[src/rtl/zip_rr_arbiter.sv]
// zip_rr_arbiter: two-channel, packet-granular round-robin arbiter feeding the
// 4:1 sample packer. Tags each beat with its source channel and, when the
// ZIP_ARB_PAD_EN macro is defined, zero-fills any packet that ends partway
// through a packer group so that groups never straddle packet boundaries.
// With ZIP_ARB_PAD_EN undefined, misaligned packets pass through unpadded and
// pad_events counts them as errors.
`timescale 1ns/1ps

module zip_rr_arbiter #(
  parameter int unsigned WIDTH = 32,
  parameter int unsigned GROUP = 4,   // power of two, >= 2
  parameter int unsigned CNT_W = 16
) (
  input  logic             clk,
  input  logic             reset_n,
  input  logic [WIDTH-1:0] i0_tdata,
  input  logic             i0_tlast,
  input  logic             i0_tvalid,
  output logic             i0_tready,
  input  logic [WIDTH-1:0] i1_tdata,
  input  logic             i1_tlast,
  input  logic             i1_tvalid,
  output logic             i1_tready,
  output logic [WIDTH-1:0] o_tdata,
  output logic             o_tlast,
  output logic             o_tvalid,
  input  logic             o_tready,
  output logic             o_tdest,
  output logic [CNT_W-1:0] pad_events,
  output logic             busy
);

  localparam int unsigned     PH_W    = $clog2(GROUP);
  localparam logic [PH_W-1:0] PH_LAST = PH_W'(GROUP - 1);
  localparam logic [CNT_W-1:0] CNT_MAX = '1;

  typedef enum logic [1:0] {
    S_IDLE = 2'd0,
`ifdef ZIP_ARB_PAD_EN
    S_PAD  = 2'd2,
`endif
    S_PASS = 2'd1
  } state_t;

  state_t            r_state;
  logic              r_grant;
  logic              r_last;
  logic [PH_W-1:0]   r_phase;
  logic [CNT_W-1:0]  r_pad_events;

  state_t            w_state_nxt;
  logic              w_grant_nxt;
  logic              w_last_nxt;
  logic [PH_W-1:0]   w_phase_nxt;
  logic [CNT_W-1:0]  w_pad_nxt;

  logic [WIDTH-1:0]  w_in_data;
  logic              w_in_last;
  logic              w_in_valid;
  logic              w_ph_end;
  logic              w_pad_sat;

  // Granted-channel input mux (zero-latency pass-through path)
  assign w_in_data  = r_grant ? i1_tdata  : i0_tdata;
  assign w_in_last  = r_grant ? i1_tlast  : i0_tlast;
  assign w_in_valid = r_grant ? i1_tvalid : i0_tvalid;
  assign w_ph_end   = (r_phase == PH_LAST);
  assign w_pad_sat  = (r_pad_events == CNT_MAX);

  assign o_tdest    = r_grant;
  assign pad_events = r_pad_events;
  assign busy       = (r_state != S_IDLE);

  // State, grant, round-robin pointer, group phase and pad-event counter
  always_ff @(posedge clk or negedge reset_n) begin
    if (!reset_n) begin
      r_state      <= S_IDLE;
      r_grant      <= 1'b0;
      r_last       <= 1'b1;
      r_phase      <= '0;
      r_pad_events <= '0;
    end else begin
      r_state      <= w_state_nxt;
      r_grant      <= w_grant_nxt;
      r_last       <= w_last_nxt;
      r_phase      <= w_phase_nxt;
      r_pad_events <= w_pad_nxt;
    end
  end

  // Next-state logic and stream-side outputs
  always_comb begin
    w_state_nxt = r_state;
    w_grant_nxt = r_grant;
    w_last_nxt  = r_last;
    w_phase_nxt = r_phase;
    w_pad_nxt   = r_pad_events;
    o_tvalid    = 1'b0;
    o_tdata     = '0;
    o_tlast     = 1'b0;
    i0_tready   = 1'b0;
    i1_tready   = 1'b0;

    case (r_state)
      S_IDLE: begin
        // On contention the channel not served last wins; otherwise the lone requester
        if (i0_tvalid || i1_tvalid) begin
          w_grant_nxt = (i0_tvalid && i1_tvalid) ? ~r_last : i1_tvalid;
          w_state_nxt = S_PASS;
        end
      end

      S_PASS: begin
        o_tvalid  = w_in_valid;
        o_tdata   = w_in_data;
        i0_tready = ~r_grant & o_tready;
        i1_tready =  r_grant & o_tready;
`ifdef ZIP_ARB_PAD_EN
        o_tlast   = w_in_last & w_ph_end;
`else
        o_tlast   = w_in_last;
`endif
        if (w_in_valid && o_tready) begin
          // phase wraps naturally because GROUP is a power of two
          w_phase_nxt = r_phase + PH_W'(1);
          if (w_in_last) begin
            if (w_ph_end) begin
              w_last_nxt  = r_grant;
              w_state_nxt = S_IDLE;
            end else begin
              if (!w_pad_sat) begin
                w_pad_nxt = r_pad_events + CNT_W'(1);
              end
`ifdef ZIP_ARB_PAD_EN
              w_state_nxt = S_PAD;
`else
              // Misaligned end passes straight through; restart the group count
              w_phase_nxt = '0;
              w_last_nxt  = r_grant;
              w_state_nxt = S_IDLE;
`endif
            end
          end
        end
      end

`ifdef ZIP_ARB_PAD_EN
      S_PAD: begin
        // Zero samples until the group closes; the closing beat carries tlast
        o_tvalid = 1'b1;
        o_tlast  = w_ph_end;
        if (o_tready) begin
          w_phase_nxt = r_phase + PH_W'(1);
          if (w_ph_end) begin
            w_last_nxt  = r_grant;
            w_state_nxt = S_IDLE;
          end
        end
      end
`endif

      default: begin
        w_state_nxt = S_IDLE;
      end
    endcase
  end

endmodule

[config.mk]
export PLATFORM = sky130hd
export DESIGN_NAME = zip_rr_arbiter
export DESIGN_NICKNAME = d
export VERILOG_FILES = /design/src/rtl/zip_rr_arbiter.sv
export SDC_FILE = /design/constraint.sdc
export NUM_CORES = 1
export LEC_CHECK = 0
export CAP_MARGIN = 5
export CORE_ASPECT_RATIO = 1.5
export CORE_MARGIN = 2
export CORE_UTILIZATION = 36
export DETAILED_ROUTE_END_ITERATION = 10
export GPL_TIMING_DRIVEN = 0
export PLACE_DENSITY = 0.84
export SETUP_SLACK_MARGIN = 0.3
export SLEW_MARGIN = 20
export SYNTH_ARGS = -nofsm -noshare
export SYNTH_HDL_FRONTEND = slang
export SYNTH_SLANG_ARGS = --single-unit
[constraint.sdc]
create_clock -name clk -period 3.89 [get_ports clk]
set_input_delay 0.778 -clock clk [delete_from_list [all_inputs] [get_ports clk]]
set_output_delay 0.778 -clock clk [all_outputs]
set_load 0.01 [all_outputs]
==> metrics.txt, run 1 <==
status=finished clean; CP endpoint kind=output pin; Cell Rows=29; Layout Skew=1.986 ps; Worst Hold Path EP=r_phase[0]; initial DRC count=83; Power Density=474.8 nW/um2; ant diodes=0; Ys Warns=0; first-pass GRT wire length=8901 um; setup bufs post-CTS=0; CTS sink cnt=21; Clk Latency, worst-skew pair=260 ps; Max-Cap Viols=0; Hold Crit Depth=1; R2R depth=4; RSZ-0062 raised after global routing=false; min-delay src=r_phase[0]; DIE HEIGHT=85.27 um; Post-Syn Instances=175; Synth top cells by count=38 x nor2_1, 34 x mux2i_1, 20 x dfrtp_1; Period minus WS final=3341 ps; Final Max Slew Viols=0; vias in the first global route=1867; Reg-to-Reg End=pad_events[1]; HP Class=reg2reg; critical path fanouts, max=10; ys async rst share=1.000; Max-slew headroom=0.3434; cts hold-fix bufs=0; Num CTS Buffers=3; core area=4245 um2; gr ovfl total=0; top cell type's share of synthesized area=0.3157; final setup TNS=0 ps; Post-CTS Resized=0; total wire length=5674 um; setup slack, reg-to-reg=1810 ps; synthesized area=1585 um2; Distinct cells, synth=34; # port buffers=124; CP Launch Type=flop; Max clock buf depth=2; register area share after synthesis=0.3323; synth top area cells=dfrtp_1 32%, mux2i_1 21%, nor2_1 9.0%, xor2_1 5.0%, nor4_2 3.2%; Hold WS=507.6 ps; Tcrit/Tclk final=0.8588; via count=1825; DRT Pass-1 Iters=4; most common cell in the netlist=nor2_1; Worst R2R Start=r_phase[0]; CP Class=reg2out; max incr delay on CP=570 ps; slowest CP cell=clkdlybuf4s50_1; register bit total from synthesis=21; Area growth syn-to-layout=84.77%; RD Place Congestion=0.8779; Post-Syn Area per Cell=9.059 um2; DR vias/cell=5.229; final setup vio count=0; Post-synth EDFFs=0; initial antenna violation count=0; full die area=4961 um2; detailed-route DRC error count=0; static leakage=1.265 nW; syn nets=248; IO Pins=125; Post-DRT Antenna Nets=0; CTS Root Cell=clkbuf_8; CTS HTree Levels=1; worst-path cell chain=buf_1, clkbuf_1, mux2i_1, nor2_1, clkdlybuf4s50_1; final hold viol count=0; All-Layer GR Usage=0.2311; Die Wd=58.18 um; worst path arrival time=2560 ps; Initial Utilization=0.3734; Synth area leader=dfrtp_1; DP HPWL=4778 um; worst slew pin tran=981.9 ps; Achievable Freq=299.3 MHz; maximum vdd ir drop=0.3430 mV; ys flop type=dfrtp_1; Crit path required time=3110 ps; CTS tree=built; largest net degree at the start of global routing=22; Clk pin slew, worst setup/hold paths=70 ps; drt wl/cell=16.26 um; fraction of layout cells with a size suffix above 1=0.04950; Nets=377
-- metal layers --
layer,GRT usage,share of wire,vias to the layer above
li1,-,-,863
met1,0.2552,0.35,847
met2,0.4153,0.52,104
met3,0.05945,0.11,11
met4,0.08245,0.021,0
met5,0,0,-
-- placed cells by master, fill, tap and decap left out, types with 2 or more instances in the layout --
cell type	count
mux2_1	4
xnor2_1	4
mux2i_1	34
xor2_1	9
nor4b_2	2
nor4_2	4
buf_2	3
and2_1	2
nand3_1	4
clkbuf_8	3
nor3_1	3
nand4_1	4
nand2_1	10
and3_1	3
nand4b_1	2
clkdlybuf4s50_1	124
o21ai_1	2
clkbuf_1	6
inv_1	4
dfrtp_1	20
o21ai_0	2
nor2b_1	2
ha_1	2
nor2_1	38
-- cells by family (layout without fill, tap and decap cells) --
| kind of cell | Yosys count | after routing | synth area share |
|---|---|---|---|
| flip-flops | 21 | 21 | 0.3323 |
| adder cells (fa/ha/maj) | 2 | 2 | 0.01578 |
| multiplexers | 38 | 38 | 0.2431 |
| buffers and inverters | 14 | 142 | 0.03551 |
| AO/OA/AOI/OAI | 7 | 7 | 0.02999 |
| AND/OR/NAND/NOR | 80 | 80 | 0.2715 |
| XOR/XNOR | 13 | 13 | 0.07182 |
-- worst max-delay path, delay by kind of cell, from the launching register on --
kind	cells	cell delay, ps
buf+inv	3	1570
flops	1	420
mux	1	150
simple gates	1	140
-- area by class of cell --
| cell class | count | area [um2] |
|---|---|---|
| Buffer | 9 | 37.54 |
| Clock buffer | 4 | 45.04 |
| Fill cell | 348 | 1316 |
| Inverter | 5 | 18.77 |
| Multi-Input combinational cell | 140 | 1002 |
| Sequential cell | 21 | 526.8 |
| Tap cell | 46 | 57.56 |
| Timing Repair Buffer | 124 | 1241 |
-- report_power, final --
part | total (W) | switching [W] | internal [W]
Sequential | 0.000315 | 0.0000493 | 0.000265
Combinational | 0.000932 | 0.000419 | 0.000514
Clock | 0.000144 | 0.0000709 | 0.0000731
-- metrics by stage --
| stage | util | setup WS (ps) | instance area [um2] | power [W] | std cells |
|---|---|---|---|---|---|
| global route | 0.6900 | 431.1 | 2929 | 0.001477 | 349 |
| finish | 0.6900 | 549.3 | 2929 | 0.001391 | 349 |
| detailed placement | 0.6793 | 864.6 | 2884 | 0.001257 | 345 |
| global placement | 0.6793 | 865.8 | 2884 | 0.001243 | 345 |
| floorplan | - | 1570 | 1585 | 0.0007555 | 175 |
| CTS | 0.6900 | 558.9 | 2929 | 0.001404 | 349 |
-- registers in the layout, indices dropped and copies added, names as in the netlist --
register    flops
pad_events     16
r_phase         2
o_tdest         1
r_last          1
r_state         1
-- worst max path at each step --
stage,to,cells past startpoint,start
final,o_tdata[28],5,o_tdest
after global routing,o_tdata[29],5,o_tdest
after CTS,o_tdata[29],5,o_tdest
after detailed placement,o_tdata[29],5,o_tdest
after global placement,o_tdata[29],5,o_tdest
after floorplan,o_tdata[24],4,o_tdest
(Power assumes the default switching activity.)
==> run 2, diff against run 1 <==
- CORE_UTILIZATION: 36 -> 33
- PLACE_DENSITY: 0.84 -> 0.78
- clock period: 3.89 -> 3.4 ns (I/O delays scaled with it)
==> metrics.txt, run 2 (synthesized netlist as in run 1, its figures left out) <==
status=finished clean; Crit path max-delay family=buffers and inverters; Post-DRT Antenna Nets=0 (unchanged); Clk Latency, worst-skew pair=260 ps (about the same); largest net degree at the start of global routing=22 (unchanged); gr ovfl total=0 (unchanged); HP Class=reg2reg; most frequent cells in the layout=124 x clkdlybuf4s50_1, 38 x nor2_1, 34 x mux2i_1, 20 x dfrtp_1, 10 x nand2_1; multi-input logic area=1002 um2 (unchanged); Hold Crit Depth=1 (unchanged); setup bufs post-CTS=0 (unchanged); FF/Latch Area=526.8 um2 (unchanged); DRT Pass-1 Iters=4 (unchanged); vias in the first global route=1789 (-4.2%); RSZ-0062 raised after global routing=false; full die area=5386 um2 (+8.6%); core area=4579 um2 (+7.9%); first-pass GRT wire length=8259 um (-7.2%); crit path setup slack, layout=510.4 ps (-38.82 ps); Cell Rows=30 (+3.4%); Num CTS Buffers=3 (unchanged); CTS Root Cell=clkbuf_8; Buf/Inv on CP=3 (unchanged); Tcrit/Tclk final=0.8499; max reg flops=16 (unchanged); Crit path required time=2720 ps (-390 ps); R2R depth=4 (unchanged); Power Density=535.9 nW/um2 (+13%); Filler cells=402 (+16%); dpl ws=403.2 ps (-461.5 ps); Max clock buf depth=2 (unchanged); critical path fanouts, max=10 (unchanged); Initial Utilization=0.3462 (-0.02724); IO Pins=125 (unchanged); Clk pin slew, worst setup/hold paths=70 ps (about the same); commonest non-fill, non-tap cell in the layout=clkdlybuf4s50_1; Layout Skew=2.011 ps (+0.02495 ps); final setup TNS=0 ps (unchanged); initial DRC count=87 (+4.8%); Tot Pwr=0.001583 W (+14%); detailed-route DRC error count=0 (unchanged); # port buffers=124 (unchanged); RD Place Congestion=0.8706 (-0.83%); final hold viol count=0 (unchanged); worst slew pin tran=935.1 ps (-46.78 ps); Area growth syn-to-layout=86.35%; final setup vio count=0 (unchanged); Crit path depth=5 (unchanged); Final Max Slew Viols=0 (unchanged); worst path arrival time=2210 ps (-350 ps); All-Layer GR Usage=0.2020 (-0.02904); Nets=377 (unchanged); CP Launch Type=flop; fraction of layout cells with a size suffix above 1=0.05611 (+0.006601); via count=1787 (-2.1%); maximum vdd ir drop=0.2946 mV (-14%); DP Area=2907 um2 (+0.78%); Achievable Freq=346.1 MHz; CTS sink cnt=21 (unchanged); CP Class=reg2out; total wire length=5446 um (-4.0%); CTS HTree Levels=1 (unchanged); ant diodes=0 (unchanged); worst-path cell chain=buf_2, buf_2, mux2i_1, nor2_1, clkdlybuf4s50_1; CP endpoint kind=output pin; initial antenna violation count=0 (unchanged); Max-Cap Viols=0 (unchanged); Final Cell Area=2954 um2 (+0.85%); CTS tree=built; most used cell, CP=buf_2; DIE HEIGHT=88.89 um (+4.2%); slowest CP cell=clkdlybuf4s50_1; DP HPWL=4695 um (-1.7%); DR vias/cell=4.869 (-6.9%); Die Wd=60.59 um (+4.1%); drt wl/cell=14.84 um (-8.7%); Period minus WS final=2890 ps; static leakage=1.271 nW (+0.49%); Max-slew headroom=0.3746 (+0.03128); max incr delay on CP=590 ps (+20 ps)
-- run 2: changes by cell type in the layout (fill, tap and decap cells not counted) --
cell / delta
buf_1: -1
buf_2: +1
clkbuf_1: -1
clkbuf_2: +1
-- run 2: what timing repair did --
item,in CTS,in global routing
hold buffers,0,0
hold endpoints to repair,0,0
setup endpoints to repair,12,0
gates resized for setup,2,0
-- run 2: final timing paths --
path,start,slack (ps),to
worst max-delay path,o_tdest,510,o_tdata[21]
worst min-delay path,pad_events[5],490,pad_events[5]
worst max register to register,o_tdest,1300,pad_events[1]
worst min register to register,pad_events[5],490,pad_events[5]
max in group asynchronous,reset_n,1890,pad_events[15]
min in group asynchronous,reset_n,940,pad_events[7]
-- run 2: layout make-up --
| type | count | share of cell area |
|---|---|---|
| Timing Repair Buffer | 124 | 0.4202 |
| Multi-Input combinational cell | 140 | 0.3393 |
| Sequential cell | 21 | 0.1783 |
| Tap cell | 64 | 0.02711 |
| Clock buffer | 4 | 0.01525 |
| Buffer | 9 | 0.01355 |
| Inverter | 5 | 0.006353 |
-- run 2: routing by layer --
layer | up-vias | GRT usage | share of wire
li1 | 864 | - | -
met1 | 818 | 0.2233 | 0.37
met3 | 9 | 0.06140 | 0.099
met4 | 0 | 0.05929 | 0.013
met5 | - | 0 | 0
met2 | 96 | 0.3627 | 0.52
-- run 2: report_power, final --
group          internal [W]  switching (W)  leakage, nW
logic              0.000591       0.000470        0.978
clock network     0.0000834      0.0000785       0.0228
registers          0.000303      0.0000572        0.270
-- run 2: per-stage QoR --
step,std cells,hold WS [ps],util
after floorplan,175,384.4,-
after global placement,363,468.9,0.6347
after detailed placement,363,484.1,0.6347
after CTS,367,496.1,0.6451
after global routing,367,511.8,0.6451
final,367,492.0,0.6451
==> run 3, diff against run 2 <==
- CORE_UTILIZATION: 33 -> 30
- PLACE_DENSITY: 0.78 -> 0.75
- clock period: 3.4 -> 2.4 ns (I/O delays scaled with it)
==> metrics.txt, run 3 (synthesized netlist as in run 1, its figures left out) <==
initial DRC count=21 (-76%); Reg-to-Reg End=pad_events[9]; CP endpoint kind=flop; Max-slew headroom=0.3599 (-0.01476); first-pass GRT wire length=8362 um (+1.2%); CTS HTree Levels=1 (unchanged); CTS Root Cell=clkbuf_8; Period minus WS final=2069 ps; setup slack, reg-to-reg=330 ps (-970 ps); critical path fanouts, max=7 (-3); Num CTS Buffers=3 (unchanged); worst slew pin tran=957.2 ps (+22.06 ps); maximum vdd ir drop=0.4658 mV (+58%); largest net degree at the start of global routing=22 (unchanged); Buf/Inv on CP=1 (-2); IO Pins=125 (unchanged); final hold viol count=0 (unchanged); Clk pin slew, worst setup/hold paths=80 ps (about the same); most frequent cells in the layout=84 x clkdlybuf4s50_1, 38 x nor2_1, 38 x dlygate4sd2_1, 30 x mux2i_1, 19 x dfrtp_1; Nets=386 (+2.4%); CTS sink cnt=21 (unchanged); status=finished clean; R2R depth=6 (+2); Initial Utilization=0.3093 (-0.03685); Cell Rows=32 (+6.7%); max reg flops=16 (unchanged); fraction of layout cells with a size suffix above 1=0.1218 (+0.06569); Final Cell Area=3151 um2 (+6.6%); Tcrit/Tclk final=0.8620; dpl ws=-335.1 ps (-738.3 ps); CP Class=reg2reg; DR vias/cell=4.776 (-1.9%); CP Launch Type=flop; Die Wd=63.36 um (+4.6%); Post-DRT Antenna Nets=0 (unchanged); Area growth syn-to-layout=98.74%; slowest CP cell=or4_4; ant diodes=0 (unchanged); # port buffers=124 (unchanged); Crit path depth=6 (+1); Achievable Freq=483.4 MHz; RD Place Congestion=0.7801 (-10%); static leakage=1.443 nW (+14%); CTS tree=built; Layout Skew=4.491 ps (+2.480 ps); gr ovfl total=0 (unchanged); Clk Latency, worst-skew pair=260 ps (about the same); via count=1815 (+1.6%); DP Area=2912 um2 (+0.17%); vias in the first global route=1812 (+1.3%); All-Layer GR Usage=0.1764 (-0.02563); HP Class=reg2reg; initial antenna violation count=0 (unchanged); max incr delay on CP=560 ps (-30 ps); worst-path cell chain=ha_4, nand4b_1, or4_4, buf_12, nor4_4, xor2_1; core area=5125 um2 (+12%); Power Density=731.2 nW/um2 (+36%); full die area=5894 um2 (+9.4%); final setup vio count=0 (unchanged); drt wl/cell=14.40 um (-3.0%); Max-Cap Viols=0 (unchanged); DP HPWL=4276 um (-8.9%); final setup TNS=0 ps (unchanged); total wire length=5471 um (+0.46%); worst path arrival time=2260 ps (+50 ps); Crit path max-delay family=simple AND/OR/NAND/NOR gates; commonest non-fill, non-tap cell in the layout=clkdlybuf4s50_1; Final Max Slew Viols=0 (unchanged); Worst R2R Start=r_phase[0]; RSZ-0062 raised after global routing=false; DIE HEIGHT=93.03 um (+4.7%); Crit path required time=2590 ps (-130 ps); DRT Pass-1 Iters=4 (unchanged); final core utilization=0.6147 (-0.03034); detailed-route DRC error count=0 (unchanged); crit path setup slack, layout=331.3 ps (-179.2 ps); crit path capture=pad_events[9]; crit path from=r_phase[0]; Max clock buf depth=2 (unchanged)
## run 3: layer usage
metal / vias up / track usage / share of wire
met5: - / 0 / 0
met4: 0 / 0.04891 / 0.013
met3: 7 / 0.03129 / 0.053
met2: 75 / 0.3368 / 0.56
met1: 842 / 0.1964 / 0.37
li1: 891 / - / -
## run 3: through the flow
| step | hold slack [ps] | total power [W] | instances |
|---|---|---|---|
| 2_1_floorplan | 184.4 | 0.001225 | 175 |
| 3_3_place_gp | 472.5 | 0.001987 | 367 |
| 3_5_place_dp | 475.2 | 0.002001 | 367 |
| 4_1_cts | 488.5 | 0.002198 | 374 |
| 5_1_grt | 510.2 | 0.002465 | 380 |
| 6_report | 501.7 | 0.002304 | 380 |
## run 3: power by group
part	internal (W)	switching, W	total (W)
Sequential	0.000432	0.0000793	0.000511
Combinational	0.000861	0.000694	0.00156
Clock	0.000119	0.000119	0.000238
Total	0.00141	0.000893	0.00230
## run 3: cell type report
cell class | count | area [um2]
well taps | 68 | 85.08
repair buffers | 133 | 1266
multi-input cells | 140 | 1097
fillers | 486 | 1974
plain buffers | 9 | 110.1
inverters | 5 | 18.77
clock buffers | 4 | 45.04
flip-flops and latches | 21 | 528.0
## run 3: how the worst min path moves through the flow
stage                     depth (start not counted)           start             end  slack (ps)
after global routing                              1   pad_events[5]   pad_events[5]         510
after CTS                                         1      r_phase[0]      r_phase[0]         490
after detailed placement                          1      r_phase[0]      r_phase[0]         480
after global placement                            2      r_phase[1]      r_phase[1]         470
after floorplan                                   0         reset_n         o_tdest         180
final                                             1  pad_events[15]  pad_events[15]         500
## run 3: repair_timing
action / CTS / global route
setup endpoints to repair: 44 / 31
gates resized for setup: 59 / 22
buffers inserted: 3 / 6
hold buffers: 0 / 0
pin swaps: 1 / 5
